### src/rtl/eep_spi_responder_if.sv
// SPI link between the command-config block (master) and the calibration
// EEPROM responder (slave), plus the responder's status outputs.
interface eep_spi_responder_if;
  logic       SS_n;
  logic       SCLK;
  logic       MOSI;
  logic       MISO;
  logic       wr_done;
  logic       rd_done;
  logic       frame_err;
  logic [7:0] rd_data;

  modport master (
    output SS_n, SCLK, MOSI,
    input  MISO, wr_done, rd_done, frame_err, rd_data
  );

  modport slave (
    input  SS_n, SCLK, MOSI,
    output MISO, wr_done, rd_done, frame_err, rd_data
  );
endinterface

### src/rtl/eep_spi_responder.sv
// SPI mode-0 responder modelling the calibration EEPROM on ss[2].
// 16-bit frames: {op[1:0], addr[5:0], data[7:0]}; op 01 writes, op 00 reads
// with the stored byte returned on MISO during the low byte of the frame.
// SCLK, SS_n and MOSI are oversampled on clk; all state is clk-synchronous.
module eep_spi_responder #(
  parameter int unsigned DEPTH       = 64,
  parameter int unsigned SYNC_STAGES = 2
) (
  input logic                clk,
  input logic                rst,
  eep_spi_responder_if.slave bus
);

  localparam int unsigned AW = $clog2(DEPTH);

  typedef enum logic [1:0] {IDLE, CMD, DATA, DONE} state_t;

  logic [SYNC_STAGES-1:0] sclk_sync;
  logic [SYNC_STAGES-1:0] ss_sync;
  logic [SYNC_STAGES-1:0] mosi_sync;
  logic                   sclk_prev;
  logic                   ss_prev;

  logic sclk_s, ss_s, mosi_s;
  logic sclk_rise, sclk_fall, ss_rise, ss_fall;

  state_t        state;
  logic [4:0]    cnt;
  // Only the byte currently being received is ever consumed (command byte at
  // the 8th rise, data byte at commit), so an 8-bit window of the 16-bit
  // frame shift register carries all the information needed.
  logic [7:0]    sr;
  logic [7:0]    sr_next;
  logic [1:0]    op;
  logic [AW-1:0] addr;
  logic [7:0]    tx_byte;
  logic          bad;
  logic          miso_q;
  logic          wr_done_q;
  logic          rd_done_q;
  logic          frame_err_q;
  logic [7:0]    rd_data_q;
  logic [7:0]    mem [DEPTH];

  // Metastability chains and previous-sample registers for edge detection.
  always_ff @(posedge clk or posedge rst) begin
    if (rst) begin
      sclk_sync <= '0;
      ss_sync   <= '1;
      mosi_sync <= '0;
      sclk_prev <= 1'b0;
      ss_prev   <= 1'b1;
    end else begin
      sclk_sync <= {sclk_sync[SYNC_STAGES-2:0], bus.SCLK};
      ss_sync   <= {ss_sync[SYNC_STAGES-2:0], bus.SS_n};
      mosi_sync <= {mosi_sync[SYNC_STAGES-2:0], bus.MOSI};
      sclk_prev <= sclk_s;
      ss_prev   <= ss_s;
    end
  end

  // Edge strobes derived from the synchronised copies.
  always_comb begin
    sclk_s    = sclk_sync[SYNC_STAGES-1];
    ss_s      = ss_sync[SYNC_STAGES-1];
    mosi_s    = mosi_sync[SYNC_STAGES-1];
    sclk_rise = sclk_s & ~sclk_prev;
    sclk_fall = ~sclk_s & sclk_prev;
    ss_rise   = ss_s & ~ss_prev;
    ss_fall   = ~ss_s & ss_prev;
    sr_next   = {sr[6:0], mosi_s};
  end

  // Frame FSM, array and registered status outputs.
  always_ff @(posedge clk or posedge rst) begin
    if (rst) begin
      state       <= IDLE;
      cnt         <= '0;
      sr          <= '0;
      op          <= '0;
      addr        <= '0;
      tx_byte     <= '0;
      bad         <= 1'b0;
      miso_q      <= 1'b0;
      wr_done_q   <= 1'b0;
      rd_done_q   <= 1'b0;
      frame_err_q <= 1'b0;
      rd_data_q   <= '0;
      for (int unsigned i = 0; i < DEPTH; i++) mem[i] <= '0;
    end else begin
      wr_done_q   <= 1'b0;
      rd_done_q   <= 1'b0;
      frame_err_q <= 1'b0;
      case (state)
        IDLE: begin
          miso_q <= 1'b0;
          bad    <= 1'b0;
          if (ss_fall) begin
            cnt   <= '0;
            state <= CMD;
          end
        end
        CMD: begin
          if (ss_rise) begin
            frame_err_q <= 1'b1;
            state       <= IDLE;
          end else if (sclk_rise) begin
            cnt <= cnt + 5'd1;
            sr  <= sr_next;
            if (cnt == 5'd7) begin
              op   <= sr_next[7:6];
              addr <= sr_next[AW-1:0];
              if (sr_next[7:6] == 2'b00) begin
                tx_byte   <= mem[sr_next[AW-1:0]];
                rd_data_q <= mem[sr_next[AW-1:0]];
              end
              state <= DATA;
            end
          end
        end
        DATA: begin
          if (ss_rise) begin
            frame_err_q <= 1'b1;
            miso_q      <= 1'b0;
            state       <= IDLE;
          end else begin
            if (sclk_rise) begin
              cnt <= cnt + 5'd1;
              sr  <= sr_next;
              if (cnt == 5'd15) begin
                miso_q <= 1'b0;
                state  <= DONE;
              end
            end
            // Shifting on every fall (first one included) presents bit 7
            // after the 8th rise and bit 0 before the 16th.
            if (sclk_fall && op == 2'b00) begin
              miso_q  <= tx_byte[7];
              tx_byte <= {tx_byte[6:0], 1'b0};
            end
          end
        end
        DONE: begin
          if (ss_rise) begin
            miso_q <= 1'b0;
            state  <= IDLE;
            if (!bad) begin
              if (op == 2'b01) begin
                mem[addr] <= sr;
                wr_done_q <= 1'b1;
              end else if (op == 2'b00) begin
                rd_done_q <= 1'b1;
              end
            end
          end else if (sclk_rise && !bad) begin
            frame_err_q <= 1'b1;
            bad         <= 1'b1;
          end
        end
        default: state <= IDLE;
      endcase
    end
  end

  // MISO is forced low by the raw chip select so it never leaks while the
  // synchroniser is still catching up with a deselect.
  assign bus.MISO      = miso_q & ~bus.SS_n;
  assign bus.wr_done   = wr_done_q;
  assign bus.rd_done   = rd_done_q;
  assign bus.frame_err = frame_err_q;
  assign bus.rd_data   = rd_data_q;

endmodule

### src/flat_wrapper.sv
// flat-port wrapper written by rule: the top's interface ports become plain ports
module eep_spi_responder_flat 
#(
  parameter int unsigned DEPTH       = 64,
  parameter int unsigned SYNC_STAGES = 2
)
  (clk, rst, bus_SS_n, bus_SCLK, bus_MOSI, bus_MISO, bus_wr_done, bus_rd_done, bus_frame_err, bus_rd_data);
  eep_spi_responder_if bus_i ();
  input logic clk;
  input logic rst;
  input wire logic [$bits(bus_i.SS_n)-1:0] bus_SS_n;
  input wire logic [$bits(bus_i.SCLK)-1:0] bus_SCLK;
  input wire logic [$bits(bus_i.MOSI)-1:0] bus_MOSI;
  output wire logic [$bits(bus_i.MISO)-1:0] bus_MISO;
  output wire logic [$bits(bus_i.wr_done)-1:0] bus_wr_done;
  output wire logic [$bits(bus_i.rd_done)-1:0] bus_rd_done;
  output wire logic [$bits(bus_i.frame_err)-1:0] bus_frame_err;
  output wire logic [$bits(bus_i.rd_data)-1:0] bus_rd_data;
  assign bus_i.SS_n = bus_SS_n;
  assign bus_i.SCLK = bus_SCLK;
  assign bus_i.MOSI = bus_MOSI;
  assign bus_MISO = bus_i.MISO;
  assign bus_wr_done = bus_i.wr_done;
  assign bus_rd_done = bus_i.rd_done;
  assign bus_frame_err = bus_i.frame_err;
  assign bus_rd_data = bus_i.rd_data;
  eep_spi_responder #(.DEPTH(DEPTH), .SYNC_STAGES(SYNC_STAGES)) u_core (.clk(clk), .rst(rst), .bus(bus_i));
endmodule
### config.mk
export PLATFORM = sky130hd
export DESIGN_NAME = eep_spi_responder_flat
export DESIGN_NICKNAME = d
export VERILOG_FILES = /design/src/rtl/eep_spi_responder_if.sv /design/src/rtl/eep_spi_responder.sv /design/src/flat_wrapper.sv
export SDC_FILE = /design/constraint.sdc
export NUM_CORES = 1
export LEC_CHECK = 0
export BUFFER_PORTS_ARGS = -buffer_cell sky130_fd_sc_hd__clkbuf_2
export CAP_MARGIN = 25
export CORE_ASPECT_RATIO = 0.75
export CORE_MARGIN = 2
export CORE_UTILIZATION = 60
export CTS_BUF_LIST = sky130_fd_sc_hd__clkbuf_2 sky130_fd_sc_hd__clkbuf_4 sky130_fd_sc_hd__clkbuf_8
export DETAILED_ROUTE_END_ITERATION = 6
export GPL_TIMING_DRIVEN = 0
export PLACE_DENSITY = 0.76
export SLEW_MARGIN = 40
export SYNTH_ARGS = -nofsm -noshare
export SYNTH_HDL_FRONTEND = slang
export SYNTH_SLANG_ARGS = --single-unit
### constraint.sdc
create_clock -name clk -period 47.5 [get_ports clk]
set_input_delay 9.5 -clock clk [delete_from_list [all_inputs] [get_ports clk]]
set_output_delay 9.5 -clock clk [all_outputs]
set_load 0.02 [all_outputs]
**Word-level counts from Yosys, hierarchy flattened**

Index checks and enable logic that the tools add are counted.
Widths: inputs -> output; s select.

- Output and inout bits: 12
- Bits in registers: 564
- Logic and storage cells: 192

- Equal/unequal tests: 24
- Add/subtract/negate cells: 1
- Reduce and logical (&&, ||, !) cells: 21
- $lt $le $gt $ge: 3
- Mux-type cells: 48
- Bitwise operators: 14

Operators by type and width:

| cell | number |
|---|---|
| $bwmux 512 | 1 |
| $mux 8 | 9 |
| $bmux 8 s6 | 1 |
| $demux 8 s6 | 1 |
| $mux 1 | 19 |
| $mux 2 | 8 |
| $ne 2x1->1 const B | 8 |
| $pmux 8 s2 | 1 |
| $reduce_and 4->1 | 4 |
| $mux 5 | 3 |
| $ge 7x7->1 const B | 2 |
| $not 6->7 | 2 |
| $ne 3x1->1 const B | 4 |
| $pmux 5 s2 | 1 |
| $ne 2x2->1 const B | 4 |
| $ne 4x1->1 const B | 2 |
| $pmux 2 s4 | 1 |
| $lt 7x1->1 const B | 1 |
| $not 1->1 | 7 |
| $reduce_and 7->1 | 1 |
| $logic_not 2->1 | 3 |
| $reduce_and 3->1 | 2 |
| $reduce_and 6->1 | 1 |
| $reduce_bool 2->1 | 3 |
| other kinds (13) | 22 |

**Logic depth before layout (Yosys ltp)**

Gate-level depths: netlist of the first run.

- Depth after elaboration: 9
- Mapped depth: 11
- Depth with buffers taken out: 7

**Worst setup path after synthesis of the first run**

No wires, ideal clock.

- Path type: input to output
- Start: input bus_SS_n
- End: output bus_MISO
- Slack: 28.196 ns
- Path buffers: 0
- Cell stages on the path: 1
- Required time: 38.000 ns
- Arrival time: 9.804 ns
- Cells stage by stage: nor2b_1

- Cells in the longest elaborated chain, start to end: 2

RTL lines:

| item | RTL line | RTL |
|---|---|---|
| start: declaration | flat_wrapper.sv:11 | `input wire logic [$bits(bus_i.SS_n)-1:0] bus_SS_n;` |
| $not 1->1 | eep_spi_responder.sv:167 | `assign bus.MISO = miso_q & ~bus.SS_n;` |
| $and 1x1->1 | eep_spi_responder.sv:167 |  |
| end: declaration | flat_wrapper.sv:14 | `output wire logic [$bits(bus_i.MISO)-1:0] bus_MISO;` |

No other way between the ends.

**Worst setup path after layout of the first run**

Ends and elaborated chain as after synthesis.

==> run summary, run 1 <==
The first-pass GRT wire length came out at 108,000 um. The count of buffers added on input and output ports is 16. The number of max-cap violations is 0. Static timing analysis puts the maximum clock frequency at 0.0516 GHz. TritonCTS built the clock tree. The number of placed instances with taps included is 2,342.

The post-route DRC violation count is 0. After clock tree synthesis, the setup repair step added 0 buffers. Relative to the synthesized area, the layout overhead comes to 11.3%. Traced cell by cell, the critical path runs through clkbuf_2, nor2b_1, clkbuf_2.

The die boundary width is 244 um. At the worst endpoint, the arrival time is 9870 ps. Summing every instance area after synthesis gives roughly 26,000 sq um. The final net count is 1,874.

For this run, the leading register cell type out of synthesis is sky130_fd_sc_hd__dfrtp_1. The number of distinct library cells after synthesis came out at 59. Setup violations remaining at the end of the flow were counted as 0. The required time of the critical path came out at 38,000 ps.

The number of hold-repair buffers added at the cts stage came out at 0. The die outline height came out at roughly 180 um. The full die area came out at 44,900 sq um. The fraction of final layout cells sized beyond drive strength 1 came out at 0.472. The placed wire-length estimate came out at 49,600 um. For this run, the register share of the synthesized area comes to 0.545. The largest net degree at the start of global routing is 85. For the pin with the worst max-slew slack, the measured transition is 890 ps. The leakage power summed over all cells came out at 14.0 nW.

The floorplan has 65 rows. The via count of the first global-routing pass is 16,900. STA classifies the critical path endpoint as an output pin. The area fraction of the dominant cell type after synthesis is 0.542. The count of boundary I/O pins came out at 17. The largest total area in the synthesized netlist belongs to sky130_fd_sc_hd__dfrtp_1. The clock root buffer master is sky130_fd_sc_hd__clkbuf_8.

The count of clock tree sinks is approximately 560. The library cell used most frequently in the layout, excluding fill and tap cells, is sky130_fd_sc_hd__dfrtp_1. After synthesis, the cell types taking the most area are sky130_fd_sc_hd__dfrtp_1, sky130_fd_sc_hd__mux2_2, sky130_fd_sc_hd__mux4_2. After clock tree synthesis, the clock-pin slew on the worst setup and hold paths is ~60 ps. The remaining antenna violation count after routing came out at 0. The first-iteration detailed-routing DRC count came out at 1,725. Across the routed clock network, the largest skew measured is 33.6 ps. The number of detailed-routing iterations run before antenna repair is 5. The H-tree generated during clock tree synthesis spans 3 levels. The wire length per cell is 28.7 um.

The largest fanout on the critical path is 2. After routing, the total negative slack on setup checks comes to 0 ps. The number of cells produced by synthesis is ~1,800. The initial utilization of the core area, before any placement, comes to 0.612. The post-cts resize count came out at 0.

The worst setup path is of the input port to output pin kind. The power per cell area came out at 42.3 nW/um^2. The headroom to the max-slew limit came out at 0.399. For this run, the number of Yosys warnings is 0. The final non-filler cell total came out at 2,500. The delay of the slowest critical-path stage is 170 ps. The detailed-route vias per instance is 6.53.

The number of flops mapped to enable cells by yosys came out at 0. The largest vdd supply drop came out at between 0.00002 and 0.000025 V. The number of endpoints with negative hold slack in the final report came out at 0. The final wirelength is 71,700 um.

The average instance in the mapped netlist occupies around 15 sq um. Leaving out fill and tap cells, the most frequent cells in the layout are sky130_fd_sc_hd__dfrtp_1, sky130_fd_sc_hd__mux2_2, sky130_fd_sc_hd__clkbuf_8. For this design, the slowest cell found on the critical path is sky130_fd_sc_hd__clkbuf_2. The filler cell count came out at 2,955.

In this run the register-to-register setup slack is around 44,000 ps. After routing the design area is 28,800 sq um. The total placed instance area is 26,900 sq um. The initial antenna violation count came to 0. The most repeated library cell on the critical path is sky130_fd_sc_hd__clkbuf_2. The final max-slew violation count came out at 0. The number of CTS-inserted buffers came out at 87. The source-to-sink clock delay at the later pin of the worst-skew pair is 700 ps. The placeable core region is 42,300 sq um. The total overflow reported by the global router came out at 0. The clock tree buffer depth came out at 3. The number of nets handed over by synthesis was 1,762. The flow ran to the end, and the final reports show no timing, DRC or antenna violations. The global placement routability congestion came out at 0.984. For this run, the total global-route usage over all layers was measured as 0.333.

The share of synthesized flip-flops with an asynchronous set or reset is 1.00. Subtracting the final worst setup slack from the clock period gives 19,370 ps. The final clock period utilization by the worst path came out at 0.408. The total vias in the final route is between 15,000 and 20,000.

The worst setup path is launched from an input port. The class of the most critical hold timing path is flop to flop. The flip-flop and latch count after synthesis came out at roughly 560.

Setup repair after global routing left no endpoint under its margin.
## per-layer routing
metal | vias up | GRT usage | part of all wire
li1 | 6714 | - | -
met1 | 8681 | 0.476 | 0.43
met2 | 769 | 0.463 | 0.43
met3 | 170 | 0.123 | 0.11
met4 | 2 | 0.132 | 0.036
met5 | - | 0 | 0.0015
## stage by stage
step	util	total power, mW	setup slack [ps]	hold slack (ps)
2_1_floorplan	-	0.650	22230	331
3_3_place_gp	0.631	0.764	17170	334
3_5_place_dp	0.636	0.771	28130	339
4_1_cts	0.681	1.21	28120	354
5_1_grt	0.682	1.26	28060	355
6_report	0.682	1.22	28130	351
## critical path: cells and delay by family
family,cells,cell delay (ps)
buf+inv,2,270
simple gates,1,100
## cell type report
class / instances / area, sq um / share of cell area
Sequential cell: 564 / 14100 / 0.490
Inverter: 7 / 33.8 / 0.00117
Clock buffer: 146 / 1800 / 0.0625
Timing Repair Buffer: 23 / 273 / 0.00946
Tap cell: 569 / 712 / 0.0247
Antenna cell: 2 / 5.00 / 0.000174
Clock inverter: 10 / 109 / 0.00378
Buffer: 128 / 648 / 0.0225
Multi-Input combinational cell: 1051 / 11100 / 0.386
## state kept, by name, indices dropped and copies added (netlist names)
register              count
u_core.addr               6
u_core.bad                1
u_core.bus.frame_err      1
u_core.bus.rd_data        8
u_core.bus.rd_done        1
u_core.bus.wr_done        1
u_core.cnt                5
u_core.mem              512
u_core.miso_q             1
u_core.mosi_sync          2
u_core.op                 2
u_core.sclk_prev          1
u_core.sclk_sync          2
u_core.sr                 8
u_core.ss_prev            1
u_core.ss_sync            2
u_core.state              2
u_core.tx_byte            8
## synth_stat cells, types with 17 or more instances
| library cell | count |
|---|---|
| sky130_fd_sc_hd__a211oi_1 | 17 |
| sky130_fd_sc_hd__a21oi_1 | 17 |
| sky130_fd_sc_hd__a22oi_1 | 18 |
| sky130_fd_sc_hd__buf_2 | 17 |
| sky130_fd_sc_hd__clkbuf_1 | 86 |
| sky130_fd_sc_hd__dfrtp_1 | 561 |
| sky130_fd_sc_hd__mux2_2 | 534 |
| sky130_fd_sc_hd__mux2i_1 | 58 |
| sky130_fd_sc_hd__mux4_2 | 106 |
| sky130_fd_sc_hd__nand2_1 | 91 |
| sky130_fd_sc_hd__nor2_2 | 32 |
| sky130_fd_sc_hd__nor2b_1 | 22 |
| sky130_fd_sc_hd__o21ai_0 | 24 |
## final timing paths
check / startpoint / to / depth (start not counted)
worst max register to register: u_core.sr[1] / u_core.bus.rd_data[1] / 8
max in group asynchronous: rst / u_core.ss_sync[1] / 4
min in group asynchronous: rst / u_core.mem[476] / 2
worst min-delay path: u_core.mosi_sync[0] / u_core.mosi_sync[1] / 0
worst min register to register: u_core.mosi_sync[0] / u_core.mosi_sync[1] / 0
worst max-delay path: bus_SS_n / bus_MISO / 3
## report_power, final
group          internal, mW  switching, mW
registers             0.488        0.00627
clock network         0.249          0.192
logic                0.0664          0.218
## cell families after synthesis
family          Yosys count  share of synthesized area
simple gates            218                     0.0436
mux                     705                      0.351
compound gates          121                     0.0314
flops                   564                      0.545
fa+ha+maj                 7                    0.00338
buf+inv                 135                     0.0255
Power figures use the tool's default switching activity.
==> run 2, diff against run 1 <==
Settings changed: CORE_UTILIZATION 60 to 59, PLACE_DENSITY 0.76 to 0.78.
Clock period 47.5 ns to 16.8 ns, I/O delays scaled along.
==> run summary, run 2 (same netlist as run 1, synthesis figures left out) <==
The run finished with clean final reports. The first-pass GRT wire length was 110,000 um (+1.7%). The source-to-sink clock delay at the later pin of the worst-skew pair is 680 ps (-20 ps). The total vias in the final route is 16,500 (+1.0%). The clock slew at the register clock pins of the worst setup and hold paths is 60 ps (about the same). The initial antenna violation count is 4 (+4). The starting density of the core was 0.597 (-0.0150). The proportion of power drawn by combinational gates is 0.237 (+0.004). The largest net degree at the start of global routing is 29 (-66%).

The total of endpoints with negative setup slack in the final report came to 0 (unchanged). The flip-flop count of the largest register, all copies and words added came to 512 (unchanged). The most repeated library cell on the critical path is sky130_fd_sc_hd__clkbuf_2. Traced cell by cell, the critical path runs through clkbuf_2, nor2b_1, clkbuf_2. The share of total power consumed by net switching came out at 0.342 (+0.00116). The total overflow reported by the global router is 0 (unchanged). The die outline height came out at 185 um (+0.83%).

The depth of the most critical reg-to-reg path is 8 (unchanged). The post-route DRC violation count is 0 (unchanged). The number of max-cap violations was 0 (unchanged). The die boundary width is 246 um (+0.83%). The top cell types in the final layout, fill and taps aside, are sky130_fd_sc_hd__dfrtp_1, sky130_fd_sc_hd__mux2_2, sky130_fd_sc_hd__clkbuf_8. The worst-case register-to-register setup slack came out at 12,870 ps (-30,650 ps). The maximum clock frequency is 0.141 GHz. The detailed-route vias per instance is 6.53 (-0.11%). The worst-margin pin slew was 882 ps (-7.96 ps). The wire length per cell came out at 28.9 um (+0.66%). The count of boundary I/O pins was 17 (unchanged). The post-route clock skew is 27.7 ps (-5.86 ps). The category of the most critical setup path is input port to output pin.

The leakage power summed over all cells is 14.2 nW (+1.4%). The startpoint type of the worst setup path is an input port. The tightest hold margin is 349 ps (-1.09 ps). The global placement routability congestion is 1.00 (+1.8%). The placeable core region was 43,400 sq um (+2.5%). The library cell used most frequently in the layout, excluding fill and tap cells, is sky130_fd_sc_hd__dfrtp_1. The post-route minimum period came out at 7080 ps. The required time of the critical path is 13,440 ps (-24,560 ps). The part of the total power dissipated in the clock network came out at 0.358 (-0.003). The final wirelength came out at 73,000 um (+1.8%). The number of buffers added on ports is 16 (unchanged).

The slowest stage of the critical path belongs to the cell sky130_fd_sc_hd__clkbuf_2. The number of hold-repair buffers added at the cts stage is 0 (unchanged). The final standard cell utilization of the core is 0.675 (-0.00636). The largest vdd supply drop came out at 0.0000810 V (+230%). The placed wire-length estimate is 51,400 um (+3.5%). u_core.mem holds more flip-flops than any other register. The signal arrival time at the worst endpoint is 3720 ps (-6150 ps).

The fraction of final layout cells sized beyond drive strength 1 is 0.477 (+0.00466). The clock tree from TritonCTS is done. The final max-slew violation count is 0 (unchanged). The first-iteration detailed-routing DRC count came out at 1,547 (-10%). Following the worst setup path forward leads to its endpoint at bus_MISO.

The accumulated negative setup slack came out at 0 ps (unchanged). The final clock period utilization by the worst path came out at 0.422. The worst setup slack before clock tree synthesis came to 9710 ps (-18,420 ps). The level count of the clock H-tree came out at 3 (unchanged). Relative to the synthesized area, the layout overhead comes to 13.1%.

The total track usage was 0.335 (+0.00208). The internal power was 2.27 mW (+180%). The number of setup buffers added after CTS came out at 0 (unchanged). The full die area came out at 45,600 sq um (+1.7%). The power per cell area is 118 nW/um^2 (+180%). The number of CTS-inserted buffers came out at 87 (unchanged).

The number of detailed-routing iterations run before antenna repair was 5 (unchanged). The delay of the slowest critical-path stage was 170 ps (about the same). The headroom to the max-slew limit is 0.412 (+0.0128). Tracing the worst setup path back leads to its startpoint at bus_SS_n.

The remaining antenna violation count after routing came to 0 (unchanged). The clock tree buffer depth came out at 3 (unchanged). The net switching component of the power came to 1.18 mW (+180%). The worst-case setup margin in the final layout is 9720 ps (-18,410 ps).

The via count of the first global-routing pass is 17,100 (+1.2%). In this run the critical register-to-register path is launched from u_core.sr[0]. The number of endpoints with negative hold slack in the final report is 0 (unchanged).

The clock root buffer master is sky130_fd_sc_hd__clkbuf_8. The count of clock tree sinks is 564 (unchanged). Setup repair after global routing left no endpoint under its margin.

STA classifies the critical path endpoint as an output pin. The final antenna diode count is 0 (-2). In this run the critical register-to-register path is captured at u_core.bus.rd_data[1]. The post-cts resize count came out at 0 (unchanged). The final net count came out at 1,894 (+1.1%). The sequential fraction of design power came to 0.405 (about the same).

The standard-cell row count is 66 (+1.5%). The largest fanout on the critical path came out at 2 (unchanged). The path class of the tightest hold or removal check is flop to flop.
## run 2: layout make-up
type	count	area (sq um)
clock inverter	11	88.8
fill	2941	14100
clock buffer	146	1810
timing repair buffer	43	736
tap	578	723
sequential	564	14100
inverter	7	30.0
multi-input combinational	1051	11100
buffer	128	646
## run 2: power by group through the flow
| stage | sequential, mW | clock [mW] | combinational, mW |
|---|---|---|---|
| finish | 1.40 | 1.24 | 0.818 |
| global route | 1.40 | 1.32 | 0.846 |
| CTS | 1.40 | 1.25 | 0.776 |
| detailed placement | 1.42 | 0 | 0.774 |
| global placement | 1.42 | 0 | 0.739 |
| floorplan | 1.42 | 0 | 0.420 |
## run 2: worst max-delay path, delay by kind of cell
| family | cells | cell delay (ps) |
|---|---|---|
| and+or+nand+nor | 1 | 100 |
| buffers and inverters | 2 | 260 |
## run 2: per-layer routing
metal  GRT usage  part of all wire  vias up
li1            -                 -     6740
met1       0.475              0.43     8822
met2       0.483              0.44      786
met3       0.120              0.10      150
met4       0.112             0.032        2
met5           0           0.00018        -
## run 2: through the flow
step	power, mW	cell area (sq um)	cells
2_1_floorplan	1.84	25900	1750
3_3_place_gp	2.16	26700	2344
3_5_place_dp	2.20	27400	2371
4_1_cts	3.42	29300	2528
5_1_grt	3.57	29300	2528
6_report	3.45	29300	2528
## run 2: worst min path at each step
stage	from	endpoint	slack, ps	cells after the start
after floorplan	u_core.mosi_sync[0]	u_core.mosi_sync[1]	330	0
after global placement	u_core.sclk_sync[0]	u_core.sclk_sync[1]	330	0
after detailed placement	u_core.mosi_sync[0]	u_core.mosi_sync[1]	340	0
after CTS	u_core.mosi_sync[0]	u_core.mosi_sync[1]	350	0
after global routing	u_core.mosi_sync[0]	u_core.mosi_sync[1]	360	0
final	u_core.mosi_sync[0]	u_core.mosi_sync[1]	350	0
